File: src/rtl/sb_pkg.sv
// Shared definitions for the single-master system-bus interconnect:
// FSM state encoding, default address map and the error read-data pattern.
package sb_pkg;

    typedef enum logic [1:0] {
        IDLE   = 2'd0,
        ACCESS = 2'd1,
        RESP   = 2'd2
    } sb_state_e;

    localparam int          DEF_N_SLAVES   = 9;
    localparam int          MAX_SLAVES     = 16;
    localparam logic [31:0] DEF_BASE_START = 32'h0200_0000;
    localparam logic [31:0] DEF_SLAVE_MASK = 32'hFF00_0000;
    localparam logic [31:0] ERR_RDATA      = 32'hDEAD_BEEF;

    // Slave k owns the 16 MiB window starting at 0x0200_0000 + k*16 MiB.
    function automatic logic [MAX_SLAVES*32-1:0] default_base_map();
        logic [MAX_SLAVES*32-1:0] map;
        map = '0;
        for (int k = 0; k < MAX_SLAVES; k++) begin
            map[k*32 +: 32] = DEF_BASE_START + (32'(k) << 24);
        end
        return map;
    endfunction

    localparam logic [MAX_SLAVES*32-1:0] DEF_SLAVE_BASE = default_base_map();

endpackage

File: src/rtl/sb_addr_decoder.sv
// Address decoder: base/mask match per slave, lowest index wins on overlap.
// Latency: combinational. Backpressure: none, pure function of the address.
module sb_addr_decoder #(
    parameter int N_SLAVES = 9,
    parameter int ADDR_W   = 32,
    parameter logic [N_SLAVES-1:0][ADDR_W-1:0] SLAVE_BASE = '0,
    parameter logic [N_SLAVES-1:0][ADDR_W-1:0] SLAVE_MASK = '0
) (
    input  logic [ADDR_W-1:0]   addr_i,
    output logic [N_SLAVES-1:0] sel_o,
    output logic                vld_o
);

    logic [N_SLAVES-1:0] hit;

    always_comb begin
        hit = '0;
        for (int k = 0; k < N_SLAVES; k++) begin
            hit[k] = ((addr_i & SLAVE_MASK[k]) == SLAVE_BASE[k]);
        end
    end

    // Isolate the lowest set bit so overlapping windows resolve to one slave.
    assign sel_o = hit & (~hit + N_SLAVES'(1));
    assign vld_o = |hit;

endmodule

File: src/rtl/sb_interconnect.sv
// Single-master to N-slave bus interconnect; SB_TIMEOUT_EN adds an ACCESS watchdog.
// Latency: 3 cycles minimum on a hit, 2 on a decode miss; one-cycle m_ready_o pulse.
// Backpressure: master holds m_req_i until m_ready_o; slave stalls by withholding s_ready_i.
module sb_interconnect #(
    parameter int N_SLAVES       = sb_pkg::DEF_N_SLAVES,
    parameter int DATA_W         = 32,
    parameter int ADDR_W         = 32,
    parameter logic [N_SLAVES-1:0][ADDR_W-1:0] SLAVE_BASE =
        sb_pkg::DEF_SLAVE_BASE[N_SLAVES*ADDR_W-1:0],
    parameter logic [N_SLAVES-1:0][ADDR_W-1:0] SLAVE_MASK =
        {N_SLAVES{sb_pkg::DEF_SLAVE_MASK}},
    parameter int TIMEOUT_CYCLES = 256,
    parameter logic [DATA_W-1:0] ERR_RDATA = sb_pkg::ERR_RDATA
) (
    input  logic                             clk_i,
    input  logic                             rst_i,
    input  logic                             m_req_i,
    input  logic                             m_we_i,
    input  logic [DATA_W/8-1:0]              m_be_i,
    input  logic [ADDR_W-1:0]                m_addr_i,
    input  logic [DATA_W-1:0]                m_wd_i,
    output logic [DATA_W-1:0]                m_rd_o,
    output logic                             m_ready_o,
    output logic                             m_err_o,
    output logic [N_SLAVES-1:0]              s_req_o,
    output logic                             s_we_o,
    output logic [DATA_W/8-1:0]              s_be_o,
    output logic [ADDR_W-1:0]                s_addr_o,
    output logic [DATA_W-1:0]                s_wd_o,
    input  logic [N_SLAVES-1:0][DATA_W-1:0]  s_rd_i,
    input  logic [N_SLAVES-1:0]              s_ready_i
);

    import sb_pkg::*;

    localparam int BE_W = DATA_W / 8;

    sb_state_e           state_q, state_d;
    logic                we_q, we_d;
    logic [BE_W-1:0]     be_q, be_d;
    logic [ADDR_W-1:0]   addr_q, addr_d;
    logic [DATA_W-1:0]   wd_q, wd_d;
    logic [N_SLAVES-1:0] sel_q, sel_d;
    logic [DATA_W-1:0]   rd_q, rd_d;
    logic                err_q, err_d;

    logic [N_SLAVES-1:0] dec_sel;
    logic                dec_vld;
    logic                sel_ready;
    logic [DATA_W-1:0]   sel_rd;

`ifdef SB_TIMEOUT_EN
    localparam int CNT_W = $clog2(TIMEOUT_CYCLES);
    logic [CNT_W-1:0] cnt_q, cnt_d;
`endif

    sb_addr_decoder #(
        .N_SLAVES   (N_SLAVES),
        .ADDR_W     (ADDR_W),
        .SLAVE_BASE (SLAVE_BASE),
        .SLAVE_MASK (SLAVE_MASK)
    ) u_dec (
        .addr_i (m_addr_i),
        .sel_o  (dec_sel),
        .vld_o  (dec_vld)
    );

    // sel_q is one-hot, so an OR-mux picks the selected slave's data.
    always_comb begin
        sel_rd = '0;
        for (int k = 0; k < N_SLAVES; k++) begin
            if (sel_q[k]) begin
                sel_rd = sel_rd | s_rd_i[k];
            end
        end
    end

    assign sel_ready = |(s_ready_i & sel_q);

    always_comb begin
        state_d = state_q;
        we_d    = we_q;
        be_d    = be_q;
        addr_d  = addr_q;
        wd_d    = wd_q;
        sel_d   = sel_q;
        rd_d    = rd_q;
        err_d   = err_q;
`ifdef SB_TIMEOUT_EN
        cnt_d   = cnt_q;
`endif
        unique case (state_q)
            IDLE: begin
                if (m_req_i) begin
                    we_d   = m_we_i;
                    be_d   = m_be_i;
                    addr_d = m_addr_i;
                    wd_d   = m_wd_i;
                    sel_d  = dec_sel;
`ifdef SB_TIMEOUT_EN
                    cnt_d  = '0;
`endif
                    if (dec_vld) begin
                        state_d = ACCESS;
                    end else begin
                        state_d = RESP;
                        rd_d    = ERR_RDATA;
                        err_d   = 1'b1;
                    end
                end
            end
            ACCESS: begin
                if (sel_ready) begin
                    state_d = RESP;
                    rd_d    = we_q ? '0 : sel_rd;
                    err_d   = 1'b0;
                end
`ifdef SB_TIMEOUT_EN
                else if (cnt_q == CNT_W'(TIMEOUT_CYCLES - 1)) begin
                    state_d = RESP;
                    rd_d    = ERR_RDATA;
                    err_d   = 1'b1;
                end else begin
                    cnt_d = cnt_q + CNT_W'(1);
                end
`endif
            end
            RESP: begin
                state_d = IDLE;
            end
            default: begin
                state_d = IDLE;
            end
        endcase
    end

    always_ff @(posedge clk_i) begin
        if (rst_i) begin
            state_q <= IDLE;
            we_q    <= 1'b0;
            be_q    <= '0;
            addr_q  <= '0;
            wd_q    <= '0;
            sel_q   <= '0;
            rd_q    <= '0;
            err_q   <= 1'b0;
`ifdef SB_TIMEOUT_EN
            cnt_q   <= '0;
`endif
        end else begin
            state_q <= state_d;
            we_q    <= we_d;
            be_q    <= be_d;
            addr_q  <= addr_d;
            wd_q    <= wd_d;
            sel_q   <= sel_d;
            rd_q    <= rd_d;
            err_q   <= err_d;
`ifdef SB_TIMEOUT_EN
            cnt_q   <= cnt_d;
`endif
        end
    end

    assign m_ready_o = (state_q == RESP);
    assign m_rd_o    = rd_q;
    assign m_err_o   = err_q;
    assign s_req_o   = (state_q == ACCESS) ? sel_q : '0;
    assign s_we_o    = we_q;
    assign s_be_o    = be_q;
    assign s_addr_o  = addr_q;
    assign s_wd_o    = wd_q;

endmodule

File: config.mk
export PLATFORM = sky130hd
export DESIGN_NAME = sb_interconnect
export DESIGN_NICKNAME = d
export VERILOG_FILES = /design/src/rtl/sb_pkg.sv /design/src/rtl/sb_addr_decoder.sv /design/src/rtl/sb_interconnect.sv
export SDC_FILE = /design/constraint.sdc
export NUM_CORES = 1
export LEC_CHECK = 0
export CORE_AREA = 2 2 189 191
export CTS_BUF_LIST = sky130_fd_sc_hd__clkbuf_4
export DETAILED_ROUTE_END_ITERATION = 8
export DIE_AREA = 0 0 191 193
export GPL_TIMING_DRIVEN = 0
export HOLD_SLACK_MARGIN = 0.15
export PLACE_DENSITY = 0.46
export SLEW_MARGIN = 20
export SYNTH_ARGS = -nofsm -noshare
export SYNTH_HDL_FRONTEND = slang
export SYNTH_SLANG_ARGS = --single-unit
File: constraint.sdc
create_clock -name clk_i -period 3.2 [get_ports clk_i]
set_input_delay 0.64 -clock clk_i [delete_from_list [all_inputs] [get_ports clk_i]]
set_output_delay 0.64 -clock clk_i [all_outputs]
set_load 0.05 [all_outputs]
==> results.md <==
- TritonCTS created 17 clock buffers.
- The port buffer count is about 480.
- The fraction of final layout cells with drive strength greater than 1 is 5.38%.
- The number of antenna violations at the first check in global routing was 14.
- Summed over all layers, the global routing overflow is 0.
- In this run the number of H-tree levels came out at 4.
- Sorting the synthesized cells by area gives the leading types as sky130_fd_sc_hd__dfxtp_1 39%, sky130_fd_sc_hd__a22oi_1 9.7%, sky130_fd_sc_hd__nand2_1 9.3%.
- The total power per unit cell area is ~360 nW/um2.
- The critical path's top delay family is buffers and inverters.
- The leakage power summed over all cells is approximately 4.1 nW.
- Global routing used 37.1% of the available met2 tracks.
- The critical path goes through clkbuf_2 -> and2_1 -> dlygate4sd2_1.
- Before antenna repair, the detailed router went through 8 iterations.
- The cell at the root of the clock tree is sky130_fd_sc_hd__clkbuf_4.
- The post-synthesis net count is between 1000 and 1500.
- The final total power is around 0.004 W.
- Of the synthesized area, sequential elements account for between 30% and 40%.
- The tool flagged a number of max-cap violations equal to 0.
- The tightest slew margin relative to the limit is between 30% and 40%.
- Yosys mapped a number of flops with a built-in enable equal to 0.
- The count of yosys warnings during synthesis is 0.
- After floorplanning, the core was divided into slightly below 70 placement rows.
- The post-layout minimum cycle time is ~3.0 ns.
- The design area is 11400 um2.
- The clock latency at the later pin of the worst-skew pair is around 0.56 ns.
- Of all nets on the critical path, the largest fanout is 10.
- The detail route stage leaves a number of antenna-violating nets equal to 0.
- Synthesis produced a netlist whose cell count is approximately 710.
- The routed layout has ~7900 vias.
- After detailed routing, the average wire length per cell comes to approximately 24 um.
- After detailed routing, the number of vias per cell comes to roughly 4.7.
- Derived from the worst setup path, the maximum achievable clock frequency is 0.335 GHz.
- Entering global routing, the biggest net connects 18 pins.
- The number of buffer and inverter stages on the critical path is 2.
- Global routing consumed, on the met1 layer, approximately a quarter of the routing resources.
- The cell area after synthesis is approximately 5700 um2.
- In this run, distinct cell masters in the synthesized netlist total 38.
- The clock passes through at most 2 buffers.
- For this block, the routed nets add up to 41.0 mm of wire.
- Relative to the synthesized area, the layout overhead comes to 98.6%.
- Counting every sink on the clock net gives roughly 110.
- The layer with the highest usage after global routing is met2.
- The first global-routing pass estimated roughly 55 mm of wire.
- The via count of the first global-routing pass was slightly below 8000.
- At the worst endpoint, the required time is around 2.6 ns.
- The number of max-slew violations in the final report is 0.
- Setup repair after global routing left no endpoint under its margin.
- Once the floorplan was initialized, standard cells occupied 16.4% of the core.
- The clock slew seen by the registers of the worst setup and hold paths is roughly 0.13 ns.
- Data arrives at the worst endpoint at around 2.4 ns.
- The number of hold-slack violations in the final timing report is 0.
- The worst slack after detailed placement is -0.158 ns.
- The slowest stage of the critical path belongs to the cell sky130_fd_sc_hd__dfxtp_1.
- Detailed placement ended at an HPWL of ~33 mm.
- In the routed design, unresolved DRC markers number 0.
- The most used flip-flop cell after synthesis is sky130_fd_sc_hd__dfxtp_1.
- The final worst-path cycle share is between 90% and 100%.
- Synthesis inferred between 100 and 150 register bits.
- STA classifies the critical path endpoint as an output port.
- Clock skew on the completed layout was measured at around 0.031 ns.
- For met3 alone, demand over resource in global routing was between 6 and 7%.
- The class of the most critical setup path is flop to output port.
- For this run, the slowest stage of the critical path takes a little under 0.7 ns.
- In this run the biggest area consumer among cell types represents 39.4% of the synthesized area.
- The final weighted congestion in routability-driven placement is 0.868.
- The cell accounting for the most synthesized area is sky130_fd_sc_hd__dfxtp_1.
- The overall track demand over capacity in global routing is a little over a fifth.
- The proportion of synthesized flip-flops having asynchronous set or reset is 0%.
- The highest ir drop seen on vdd is 0.289 mV.
- The post-CTS setup buffer count is 0.
- The x dimension of the die is 191 um.
- The floorplan step defined a core boundary enclosing between 30000 and 40000 um2.
- The top-level port count is ~480.
- The die footprint is roughly 37000 um2.
- The run finished with clean final reports.
- After synthesis, the mean cell area works out to 8.12 um2.
- In the final design database the tool counted ~1600 nets.
- The count of endpoints failing setup in the final report is 0.
- TritonCTS built the clock tree.
- The placed cell area is 11100 um2.
- The measured slew at the worst slew-check pin is around 0.97 ns.
- The type of origin of the critical path is a flop.
- The classification of the worst-slack hold path is flop to flop.
- The final worst-path setup slack is 0.213 ns.
- The detailed router finished its first iteration with approximately 560 violations.
- The vertical die dimension is about 190 um.
power by group:
part	switching, W	total [W]	internal (W)
Clock	0.000687	0.00124	0.000550
Sequential	0.0000507	0.00155	0.00150
Combinational	0.000635	0.00127	0.000636
per-layer routing:
layer  vias up  routed length, um
met5         -                 13
li1       3691                  -
met2       402              20500
met3        48               3800
met1      3753              15800
met4         2                951
registers in the layout, summed over array words and instances, names as in the netlist:
signal and cells:
m_err_o 1, m_rd_o 32, s_addr_o 32, s_be_o 4, s_wd_o 32, s_we_o 1, sel_q 9, state_q 2
cell type report:
cell class | count | area, um2
clock buffers | 17 | 128
clock inverters | 15 | 181
plain buffers | 68 | 299
flip-flops and latches | 113 | 2270
repair buffers | 478 | 4780
diodes | 10 | 25.0
fillers | 3707 | 23600
well taps | 461 | 577
multi-input cells | 515 | 3150
inverters | 2 | 7.51
cell usage in the layout, fill, tap and decap left out, drive strengths merged, types with 6 or more instances in the layout:
cell type      count
a21oi             73
clkbuf            68
diode             10
a222oi            32
clkdlybuf4s50    468
nor2              11
o211ai             9
a22o              24
nand2            143
nand4              9
a221oi             9
dlygate4sd2        9
a22oi             74
and2               9
nand3             37
a41oi              8
clkinv             6
buf               17
a2bb2oi           24
inv                6
dfxtp            113
and3              10
o21ai             25
kinds of logic after synthesis:
| group | synth area share, % |
|---|---|
| buf+inv | 5.77 |
| compound gates | 36.9 |
| flops | 39.4 |
| simple gates | 17.9 |
worst register-to-register path, delay by kind of cell, from the launching register on:
kind	cells	cell delay (ns)
buffers and inverters	3	0.98
flip-flops	1	0.33
AO/OA/AOI/OAI	3	0.76
AND/OR/NAND/NOR	1	0.25
stage by stage:
step / hold slack, ns / instances / TNS, ns / util, %
5_1_grt: 0.433 / 1678 / 0 / 32.6
3_5_place_dp: 0.446 / 1646 / -0.525 / 31.8
2_1_floorplan: 0.654 / 707 / 0 / -
3_3_place_gp: 0.442 / 1646 / -1.12 / 31.8
4_1_cts: 0.405 / 1669 / 0 / 32.6
6_report: 0.461 / 1679 / 0 / 32.6
synthesized netlist by cell type, drive strengths merged (10+ instances only):
cell / instances
clkbuf: 60
nor2: 11
nand2: 143
buf: 17
and3: 10
a22o: 24
dfxtp: 113
a222oi: 32
a21oi: 73
o21ai: 25
nand3: 37
a22oi: 74
a2bb2oi: 24
repair_timing:
item | 4_1_cts | 5_1_grt
hold endpoints to repair | 0 | 0
pin swaps | 0 | 0
gates resized for setup | 19 | 1
endpoints found under the setup margin | 9 | 1
hold buffers | 0 | 0
final timing paths:
path | slack [ns] | end | startpoint | depth (start not counted)
max | 0.21 | s_req_o[2] | sel_q[2] | 3
min | 0.46 | s_addr_o[16] | s_addr_o[16] | 2
max reg2reg | 0.77 | m_err_o | sel_q[6] | 7
min reg2reg | 0.46 | s_addr_o[16] | s_addr_o[16] | 2
No activity file was read; power rests on OpenSTA's default activity.
==> patch 1 (same flow settings) <==
Put one more register stage on the output `m_err_o`, without a reset. The value now appears one clock later. The other outputs are not delayed to match.
--- a/src/rtl/sb_interconnect.sv
+++ b/src/rtl/sb_interconnect.sv
@@ -166,3 +166,5 @@
     assign m_rd_o    = rd_q;
-    assign m_err_o   = err_q;
+    always_ff @(posedge clk_i) begin
+        m_err_o <= err_q;
+    end
     assign s_req_o   = (state_q == ACCESS) ? sel_q : '0;
Check against the original RTL: not equivalent (Yosys sat finds a counterexample within 4 cycles, from zero or initial values and one cycle with rst_i high).
==> patch 1 against the original RTL <==
- total power is 4.8% lower
- sequential share of layout area is 0.27 points higher
- cell area is 0.49% lower
- wire length is 2.4% higher
- via count is 0.51% higher
- count of clock-buffer cells in the layout is 1 higher
- non-clock buffer count stayed put
- largest power group unchanged
- fmax is 0.14% lower
- utilization is 0.16 points lower
- critical endpoint unchanged
- worst setup slack worse by 0.0043 ns
- clock power is 19% lower
- sequential cell count is 1 higher
- area after synthesis is 0.35% higher
==> patch 1: results (changes against the original RTL) <==
{| class="wikitable"
! Metric !! Value
|-
| Layout cell share with drive strength beyond 1 || 0.05220 (-0.001612)
|-
| Sequential share of the synthesized area || 0.3959 (+0.002105)
|-
| Clock share of power || 0.263 (-0.042)
|-
| CP max-delay cell || dfxtp_1
|-
| Share of total power in sequential cells || 0.405 (+0.023)
|-
| Final ANT Viol Nets || 0 (unchanged)
|-
| Clock root buffer || clkbuf_4
|-
| Total Wirelength || 42010 um (+2.4%)
|-
| Leading post-synthesis cells by instance count || nand2_1 (143), dfxtp_1 (114), a22oi_1 (74)
|-
| Register-to-register setup slack || 0.82 ns (+0.05 ns)
|-
| Overall via count from detail_route || 7936 (+0.51%)
|-
| DRC violation total after the first TritonRoute iteration || 448 (-19%)
|-
| IR drop worst, VDD || 0.0002398 V (-17%)
|-
| Post-DP HPWL || 34000 um (+2.4%)
|-
| Final weighted congestion in routability-driven placement || 0.8970 (+3.4%)
|-
| Class of the most critical hold timing path || register to register
|-
| Placed Instances || 1647 (+0.061%)
|-
| Avg WL per Cell || 25.03 um (+2.5%)
|-
| Relative slew margins || 0.4891 (+0.1381)
|-
| Maximum clock skew at final layout || 0.01917 ns (-0.01138 ns)
|-
| Status || finished, final reports clean
|-
| Post-synthesis area per instance || 8.142 um2 (+0.21%)
|-
| Leading cell types by total area after synthesis || dfxtp_1 (40%), a22oi_1 (9.6%), nand2_1 (9.3%)
|-
| Data arrival at the endpoint of the critical path || 2.35 ns (about the same)
|-
| Minimum setup slack after placement || -0.05174 ns (+0.1058 ns)
|-
| First-pass GRT wire length || 56860 um (+2.5%)
|-
| Maximum clock rate || 334.4 MHz (-0.14%)
|-
| Leakage power || 4.054 nW (-0.69%)
|-
| First-pass DRT Iterations || 7 (-1)
|-
| CTS Buf Count || 17 (unchanged)
|-
| Distinct cell type count after synthesis || 38 (unchanged)
|-
| Synthesized netlist net count || 1077 (+0.093%)
|-
| Startpoint of the worst register-to-register path || sel_q[7]
|-
| GRT Resource Usage Total || 0.2164 (+0.005854)
|-
| Initial antenna violation count || 13 (-1)
|-
| Int Pwr || 0.002520 W (-6.0%)
|-
| Filler instances || 3754 (+1.3%)
|-
| Hold Path Origin || err_q
|}
[patch 1: cell count changes in the layout (fill, tap and decap cells not counted), moves of 2 or more]
cell	before	now
bufinv_16	3	1
inv_6	4	0
clkinv_4	3	1
clkinv_2	3	6
[patch 1: through the flow]
| stage | util | hold slack [ns] | instance area, um2 |
|---|---|---|---|
| finish | 0.3247 | 0.3646 | 11350 |
| global route | 0.3246 | 0.3698 | 11350 |
| CTS | 0.3239 | 0.3686 | 11330 |
| detailed placement | 0.3183 | 0.3539 | 11130 |
| global placement | 0.3182 | 0.3482 | 11130 |
| floorplan | - | 0.3308 | 5764 |
[patch 1: layout make-up]
type,instances,area (um2),share of cell area
Timing Repair Buffer,478,4776,0.4207
Sequential cell,114,2286,0.2013
Clock inverter,12,95.09,0.008376
Tap cell,461,576.8,0.05080
Clock buffer,18,135.1,0.01190
Multi-Input combinational cell,515,3153,0.2777
Inverter,2,7.507,0.0006612
Buffer,68,299.0,0.02634
Antenna cell,10,25.02,0.002204
[patch 1: repair_timing]
item,4_1_cts,5_1_grt
endpoints found under the setup margin,9,1
hold endpoints to repair,0,0
resized for setup,19,1
[patch 1: cells by family (layout without fill, tap and decap cells)]
family | count (synthesis) | after routing | synth area share
AND/OR/NAND/NOR | 231 | 231 | 0.1789
AO/OA/AOI/OAI | 284 | 284 | 0.3677
buffers and inverters | 79 | 578 | 0.05752
flip-flops | 114 | 114 | 0.3959
other | 0 | 10 | 0
[patch 1: final timing paths]
path,to,cells past startpoint
setup / recovery,s_req_o[2],3
hold / removal,m_err_o,0
setup reg to reg,err_q,7
hold reg to reg,m_err_o,0
[patch 1: layer usage]
layer  up-vias  wire, um  global-route usage
met5         -         0                   0
met4         0       988             0.08706
met3        42      4037             0.07837
met2       409     20890              0.3733
met1      3786     16090              0.2422
li1       3699         -                   -
==> patch 2 (same settings) <==
Without the edit above. The option `SB_TIMEOUT_EN` is turned on by a define.
--- a/src/rtl/sb_interconnect.sv
+++ b/src/rtl/sb_interconnect.sv
@@ -3,2 +3,4 @@
 // Backpressure: master holds m_req_i until m_ready_o; slave stalls by withholding s_ready_i.
+`define SB_TIMEOUT_EN
+
 module sb_interconnect #(
Formal check against the unedited RTL: no difference found for any inputs over 4 cycles, from zero or initial values and one cycle with rst_i high; that may be too few to reach the edited logic, so the function may still have changed.
==> patch 2 against the original RTL <==
- cell area is 0.20% higher
- sequential cell count grew 8
- worst setup slack worse by 0.059 ns
- area after synthesis up 0.44%
- synthesized cell count fell by 3.1%
- total power fell by 1.2%
- sequential power up 5%
- wire length decreased by 10%
- final cell count is 1.5% lower
- global-route usage is 2.0 points lower
- via count shrank 4.3%
- die area is the same
- critical endpoint is now s_req_o[4]
==> patch 2: results (changes against the original RTL) <==
{| class="wikitable"
! Metric !! Value
|-
| Post-synth ARST share || 0 (unchanged)
|-
| Avg WL per Cell || 22.32 um (-8.6%)
|-
| Area after DPL || 0.01115 mm2 (+0.41%)
|-
| Post-DP HPWL || 29350 um (-12%)
|-
| Status || finished, final reports clean
|-
| Register-to-register setup slack || 0.41 ns (-0.36 ns)
|-
| Leading post-synthesis cells by instance count || nand2_1 (143), dfxtp_1 (121), a21oi_1 (72)
|-
| Port buffer count || 480 (+0.42%)
|-
| Switching share of power || 0.3159 (-0.02255)
|-
| GRT Resource Usage Total || 0.1907 (-0.01984)
|-
| Leading cell types by total area after synthesis || dfxtp_1 (42%), nand2_1 (9.3%), a21oi_1 (6.2%)
|-
| Pin count of the biggest net entering global routing || 20 (+2)
|-
| Number of vias per cell || 4.573 (-2.8%)
|-
| Delay of the slowest critical-path stage || 0.55 ns (-0.13 ns)
|-
| Slew at the pin with the worst max-slew slack || 0.9614 ns (-0.008589 ns)
|-
| First-pass DRT Iterations || 7 (-1)
|-
| Leakage power || 3.993 nW (-2.2%)
|-
| Class of the most critical hold timing path || register to register
|-
| Synthesized netlist net count || 1055 (-2.0%)
|-
| H-tree depth || 4 (unchanged)
|-
| Minimum setup slack after placement || -0.4195 ns (-0.2620 ns)
|-
| Filler instances || 3712 (+0.13%)
|-
| Number of global-route vias before repair || 7629 (-2.0%)
|-
| # Post-CTS Setup Buffers || 0 (unchanged)
|-
| Terminus of the critical flop-to-flop path || m_rd_o[3]
|-
| Initial antenna violation count || 3 (-11)
|-
| Layout cell share with drive strength beyond 1 || 0.04714 (-0.006670)
|-
| Top FF cell, synth || dfxtp_1
|-
| Maximum clock skew at final layout || 0.02016 ns (-0.01040 ns)
|-
| Clock root buffer || clkbuf_4
|-
| CP max-delay cell || dlygate4sd2_1
|-
| First-pass GRT wire length || 50640 um (-8.7%)
|-
| Data arrival at the endpoint of the critical path || 2.41 ns (+0.06 ns)
|-
| Worst R2R Path Depth || 6 (-1)
|-
| Clock latency reported for the late side of the worst-skew pair || 0.58 ns (+0.02 ns)
|-
| # nets final || 1545 (-1.2%)
|-
| IR drop worst, VDD || 0.0004364 V (+51%)
|-
| Distinct cell type count after synthesis || 42 (+11%)
|-
| DRC violation total after the first TritonRoute iteration || 499 (-10%)
|-
| Startpoint of the worst register-to-register path || sel_q[5]
|-
| Final weighted congestion in routability-driven placement || 0.8643 (-0.41%)
|-
| Count of synthesis-stage warnings from yosys || 0 (unchanged)
|-
| Sequential share of the synthesized area || 0.4199 (+0.02605)
|}
==> patch 2: cell types whose count changed after synthesis, moves of 24 or more <==
cell / before / now
a22oi_1: 74 / 44
a221oi_1: 8 / 32
a31oi_1: 0 / 24
o21ai_0: 24 / 0
o22a_1: 0 / 24
==> patch 2: cell families (layout without fill, tap and decap cells) <==
logic type                 count (synthesis)  in the layout  synth area share
xor gates and xnor gates                   6              6          0.009109
muxes                                      1              1          0.001952
adders and majority gates                  1              1          0.002168
buffers and inverters                     73            576           0.05421
other                                      0              4                 0
and+or+nand+nor                          208            208            0.1557
DFF                                      121            121            0.4199
AOI/OAI and AO/OA                        275            275            0.3570
==> patch 2: per-stage QoR <==
| step | instances | setup TNS, ns | utilization | hold WS, ns |
|---|---|---|---|---|
| after CTS | 1650 | 0 | 0.3268 | 0.4621 |
| after detailed placement | 1626 | -3.303 | 0.3189 | 0.4472 |
| after global routing | 1652 | 0 | 0.3269 | 0.4753 |
| after global placement | 1626 | -4.615 | 0.3189 | 0.4405 |
| final | 1653 | 0 | 0.3270 | 0.4594 |
| after floorplan | 685 | 0 | - | 0.4651 |
==> patch 2: final cells by class <==
type,count,share of cell area
Sequential cell,121,0.2123
Timing Repair Buffer,480,0.4193
Clock buffer,19,0.01248
Buffer,63,0.02550
Inverter,1,0.0003283
Clock inverter,13,0.01335
Antenna cell,4,0.0008756
Tap cell,461,0.05045
Multi-Input combinational cell,491,0.2654
==> patch 2: how the worst max path moves through the flow <==
| stage | slack, ns | cells past startpoint | end | from |
|---|---|---|---|---|
| floorplan | 0.91 | 8 | m_rd_o[10] | s_ready_i[4] |
| global route | 0.004 | 4 | s_req_o[4] | state_q[0] |
| finish | 0.15 | 4 | s_req_o[4] | state_q[0] |
| CTS | 0.03 | 4 | s_req_o[8] | sel_q[8] |
| global placement | -0.44 | 5 | s_req_o[0] | sel_q[0] |
| detailed placement | -0.42 | 5 | s_req_o[0] | sel_q[0] |
==> patch 2: critical path: cells and delay by family (launching register included) <==
kind | cells | cell delay (ns)
buffers and inverters | 2 | 0.90
DFF | 1 | 0.38
and+or+nand+nor | 2 | 0.54
==> patch 2: power by group through the flow <==
stage	sequential [W]	combinational [W]	clock (W)
after floorplan	0.00194	0.000180	0
after global placement	0.00166	0.00118	0
after detailed placement	0.00167	0.00118	0
after CTS	0.00163	0.00118	0.00126
after global routing	0.00164	0.00124	0.00133
final	0.00163	0.00117	0.00120
==> patch 2: timing repair <==
item	4_1_cts	5_1_grt
endpoints found under the setup margin	9	1
gates resized for setup	24	0
pin swaps	0	0
==> patch 2: layer usage <==
layer  wire length, um  track usage
met1             14920       0.2236
met3              3049      0.05738
met4               986      0.06917
met2             17940       0.3287
met5                 0            0
